[config.mk]
export PLATFORM = sky130hd
export DESIGN_NAME = friscv_scoreboard
export DESIGN_NICKNAME = d
export VERILOG_FILES = /design/src/rtl/friscv_scoreboard.sv
export SDC_FILE = /design/constraint.sdc
export NUM_CORES = 1
export LEC_CHECK = 0
export ABC_CLOCK_PERIOD_IN_PS = 7400
export BUFFER_PORTS_ARGS = -buffer_cell sky130_fd_sc_hd__buf_2
export CORE_MARGIN = 4
export CORE_UTILIZATION = 60
export CTS_CLUSTER_DIAMETER = 30
export CTS_CLUSTER_SIZE = 14
export DETAILED_ROUTE_END_ITERATION = 16
export PLACE_DENSITY_LB_ADDON = 0.12
export SLEW_MARGIN = 5
export SYNTH_ARGS = -nofsm -noshare
export SYNTH_HDL_FRONTEND = slang
export SYNTH_SLANG_ARGS = --single-unit
[constraint.sdc]
create_clock -name aclk -period 7.4 [get_ports aclk]
set_clock_uncertainty 0.15 [all_clocks]
set_input_delay 1.11 -clock aclk [delete_from_list [all_inputs] [get_ports aclk]]
set_output_delay 1.11 -clock aclk [all_outputs]
set_load 0.02 [all_outputs]
[src/rtl/friscv_scoreboard.sv]
// Register-hazard scoreboard sitting between issue and the register file.
// Each of x1..x31 has a counter of ALU writes that are still in flight. Issue
// stalls on a pending source or a saturated destination counter, and
// completions are snooped from the ALU write port into the register file.
module friscv_scoreboard #(
  parameter int unsigned CNT_W = 2
) (
  input  logic             aclk,
  input  logic             aresetn,
  input  logic             srst,
  input  logic             issue_valid,
  output logic             issue_ready,
  input  logic [4:0]       issue_rs1_addr,
  input  logic [4:0]       issue_rs2_addr,
  input  logic             issue_rd_wr,
  input  logic [4:0]       issue_rd_addr,
  input  logic             alu_rd_wr,
  input  logic [4:0]       alu_rd_addr,
  output logic             hazard_rs1,
  output logic             hazard_rs2,
  output logic             hazard_rd,
  output logic [31:0]      busy,
  output logic [CNT_W+4:0] pending,
  output logic             err_underflow
);

  localparam logic [CNT_W-1:0] CntMax = '1;

  logic [CNT_W-1:0] cnt_q [31:1];
  logic [CNT_W-1:0] cnt_d [31:1];
  logic [CNT_W+4:0] pending_q, pending_d;
  logic             err_q, err_d;
  logic [31:0]      sat;

  logic accept, inc, dec, same_reg, inc_eff, dec_eff, underflow;

  // Per-register busy and saturated flags; x0 never tracked.
  always_comb begin
    busy    = '0;
    sat     = '0;
    for (int i = 1; i < 32; i++) begin
      busy[i] = (cnt_q[i] != '0);
      sat[i]  = (cnt_q[i] == CntMax);
    end
  end

  assign hazard_rs1  = busy[issue_rs1_addr];
  assign hazard_rs2  = busy[issue_rs2_addr];
  assign hazard_rd   = issue_rd_wr & sat[issue_rd_addr];
  assign issue_ready = ~(hazard_rs1 | hazard_rs2 | hazard_rd);

  assign accept    = issue_valid & issue_ready;
  assign inc       = accept & issue_rd_wr & (issue_rd_addr != 5'd0);
  assign dec       = alu_rd_wr & (alu_rd_addr != 5'd0);
  // Issue and completion to the same register cancel, even from an empty counter.
  assign same_reg  = inc & dec & (issue_rd_addr == alu_rd_addr);
  assign inc_eff   = inc & ~same_reg;
  assign dec_eff   = dec & ~same_reg & busy[alu_rd_addr];
  assign underflow = dec & ~same_reg & ~busy[alu_rd_addr];

  // Next-state counters, pending total and sticky underflow flag.
  always_comb begin
    for (int i = 1; i < 32; i++) begin
      cnt_d[i] = cnt_q[i];
      if (inc_eff && issue_rd_addr == 5'(i)) cnt_d[i] = cnt_q[i] + 1'b1;
      if (dec_eff && alu_rd_addr == 5'(i))   cnt_d[i] = cnt_q[i] - 1'b1;
    end
    pending_d = pending_q;
    if (inc_eff && !dec_eff)      pending_d = pending_q + 1'b1;
    else if (dec_eff && !inc_eff) pending_d = pending_q - 1'b1;
    err_d = err_q | underflow;
  end

  // State registers: async reset, then synchronous reset with priority.
  always_ff @(posedge aclk or negedge aresetn) begin
    if (!aresetn) begin
      for (int i = 1; i < 32; i++) cnt_q[i] <= '0;
      pending_q <= '0;
      err_q     <= 1'b0;
    end else if (srst) begin
      for (int i = 1; i < 32; i++) cnt_q[i] <= '0;
      pending_q <= '0;
      err_q     <= 1'b0;
    end else begin
      for (int i = 1; i < 32; i++) cnt_q[i] <= cnt_d[i];
      pending_q <= pending_d;
      err_q     <= err_d;
    end
  end

  assign pending       = pending_q;
  assign err_underflow = err_q;

endmodule
==> qor.yml <==
routed_via_density: 7.05
drive_gt1_frac: 0.232
grt_max_degree: 82
seq_area_frac_synth: 0.300
syn_inst: 675
ys_async_sr_fraction: 1.00
ctsResizeCount: 0
drc: 0
grt_pass1_vias: 5755
worst-path-buf-inv: 2
max_slew_margin: 0.269
clk_latency_ns: 0.34
dp_hpwl_um: 14900
placementRows: 35
globalRouteTotalUtil: 0.361
dr.pass1.iters: 8
grt_pass1_wl_um: 31800
power_density_nw_per_um2: 151
fin_util: 0.677
die_h_um: 107
antenna_found_initial: 0
worst_pin_slew_ns: 1.09
antenna_left: 0
die_w_um: 107
path_clk_slew_ns: 0.08
cts_root_buf: "clkbuf_8"
synth_cell_types: 82
wl_per_cell_um: 23.8
nets: 746
finalCriticalPeriod_ns: 5.45
synth-seq-cells: 70
htreeDepth: 3
post-route-period-util: 0.737
ys.flop_type: "dfrtp_1"
io_pins: 70
yosys_warnings: 0
numCtsBuffers: 9
synth_commonest_cells: "nor2_1, dfrtp_1, nand2_1"
finalWeightedCongestion: 1.06
rsz0062_at_grt: "no"
end_kind: "register"
setup_tns_ns: 0
ir_worst_vdd_mv: 0.124
crit_fanout: 15
synth_most_common_cell: "nor2_1"
vias: 5956
die_area_um2: 11400
port_buffers: 68
initial_core_util: 0.624
outcome: "finished, final reports clean"
drv_cap: 0
cts_tree: "yes"
core_um2: 9370
fillCellCount: 795
finalHoldViolations: 0
leakage_nw: 2.90
regArea_um2: 1750
min_path_type: "reg2reg"
crit_arrival_ns: 5.54
clock-sinks: 70
synth_top_area_frac: 0.300
maxSlewViolCount: 0
required_ns: 7.49
grt_overflow: 0
synth_edf_count: 0
wl_um: 20200
syn-num-nets: 708
first_iter_violations: 769
hold_buffers: 0
finalSetupViolCount: 0
critPathLaunchType: "input pin"
synth.cell_area_um2: 5840
critical-path-max-stage-delay_ns: 0.56
antenna_cells: 0
cp_cell_sequence: "buf_2 > clkinv_1 > mux4_2 > mux2i_1 > o2111ai_1 > nand4_2 > o21ai_2 > nand2_1 > fa_1 > nand3_1 > nand2_1 > a21o_1 > a21o_1 > and3_1 > mux2i_1 > mux2_2"
multi_input_area_um2: 3720
worstSetupPathType: "in2reg"
max_freq_mhz: 183
postSynthAreaPerCell_um2: 8.66
critPathSlowestCell: "nand4_2"
clk_path_buf_depth: 2
post_cts_buffers: 0
synth_area_leaders: "dfrtp_1, mux4_2, mux2_2"
yosysTopAreaCell: "dfrtp_1"
crit_family: "compound AO/OA/AOI/OAI gates"
area_delta_synth_final_pct: 8.54
stage by stage:
step | std cells | instance area (µm²) | worst slack [ns] | hold WS [ns] | power (mW)
6_report | 845 | 6340 | 1.95 | 0.415 | 0.959
5_1_grt | 845 | 6340 | 1.63 | 0.422 | 0.999
4_1_cts | 845 | 6340 | 2.00 | 0.409 | 0.956
3_5_place_dp | 831 | 6160 | 1.65 | 0.391 | 0.653
3_3_place_gp | 831 | 6160 | 1.83 | 0.382 | 0.646
2_1_floorplan | 675 | 5840 | 2.43 | 0.370 | 0.585
worst min-delay path, stage by stage (launching register included):
cell and delay (ns):
dfrtp_1 0.41, nand2_1 0.07, o2bb2ai_1 0.05
worst paths after layout:
| path | cells past startpoint | startpoint | slack (ns) | endpoint |
|---|---|---|---|---|
| hold reg to reg | 2 | cnt_q[13] | 0.41 | cnt_q[13] |
| min in group asynchronous | 2 | aresetn | 0.82 | cnt_q[14] |
| setup reg to reg | 15 | cnt_q[58] | 2.64 | pending[6] |
| hold / removal | 2 | cnt_q[13] | 0.41 | cnt_q[13] |
| max in group asynchronous | 2 | aresetn | 5.69 | cnt_q[61] |
| setup / recovery | 16 | issue_rd_addr[0] | 1.95 | pending[6] |
power breakdown:
part	leakage [nW]	switching [mW]	internal, mW
Combinational	1.83	0.162	0.0862
Clock	0.0980	0.147	0.161
Sequential	0.973	0.0110	0.392
flip-flops by register name, indices dropped and copies added, names as in the netlist:
name	count
err_underflow	1
cnt_q	62
pending	7
kinds of logic (layout without fill, tap and decap cells):
kind of cell	Yosys count	count (layout)	share of synthesized area
AOI/OAI and AO/OA	167	167	0.201
other	1	1	0.000642
buffers and inverters	86	127	0.0638
adders and majority gates	7	7	0.0163
and+or+nand+nor	269	269	0.237
muxes	65	65	0.163
xor gates and xnor gates	10	10	0.0182
DFF	70	70	0.300
cell type report:
cell class	instances	area share
clock buffer	10	0.0217
clock inverter	4	0.00769
inverter	41	0.0243
multi-input combinational	519	0.586
sequential	70	0.276
tap	129	0.0254
timing repair buffer	72	0.0584
routing by layer:
layer / share of wire / track usage / vias to the layer above
li1: - / - / 2566
met1: 0.38 / 0.477 / 2857
met2: 0.45 / 0.556 / 433
met3: 0.12 / 0.0999 / 100
met4: 0.051 / 0.162 / 0
met5: 0 / 0 / -
cells in the final DEF (no fill, tap or decap), drive strengths merged, types with 9 or more instances in the layout:
master and instances:
inv 40, o211ai 10, mux4 21, a21oi 37
o22ai 12, or2 13, nor2 79, mux2 29
nand3 14, mux2i 15, nor3 27, o21ai 31
buf 72, clkbuf 10, nand4 28, nand2 52
dfrtp 70, nor2b 32, a21boi 9
Note: power is estimated with default switching activity, not from simulation.
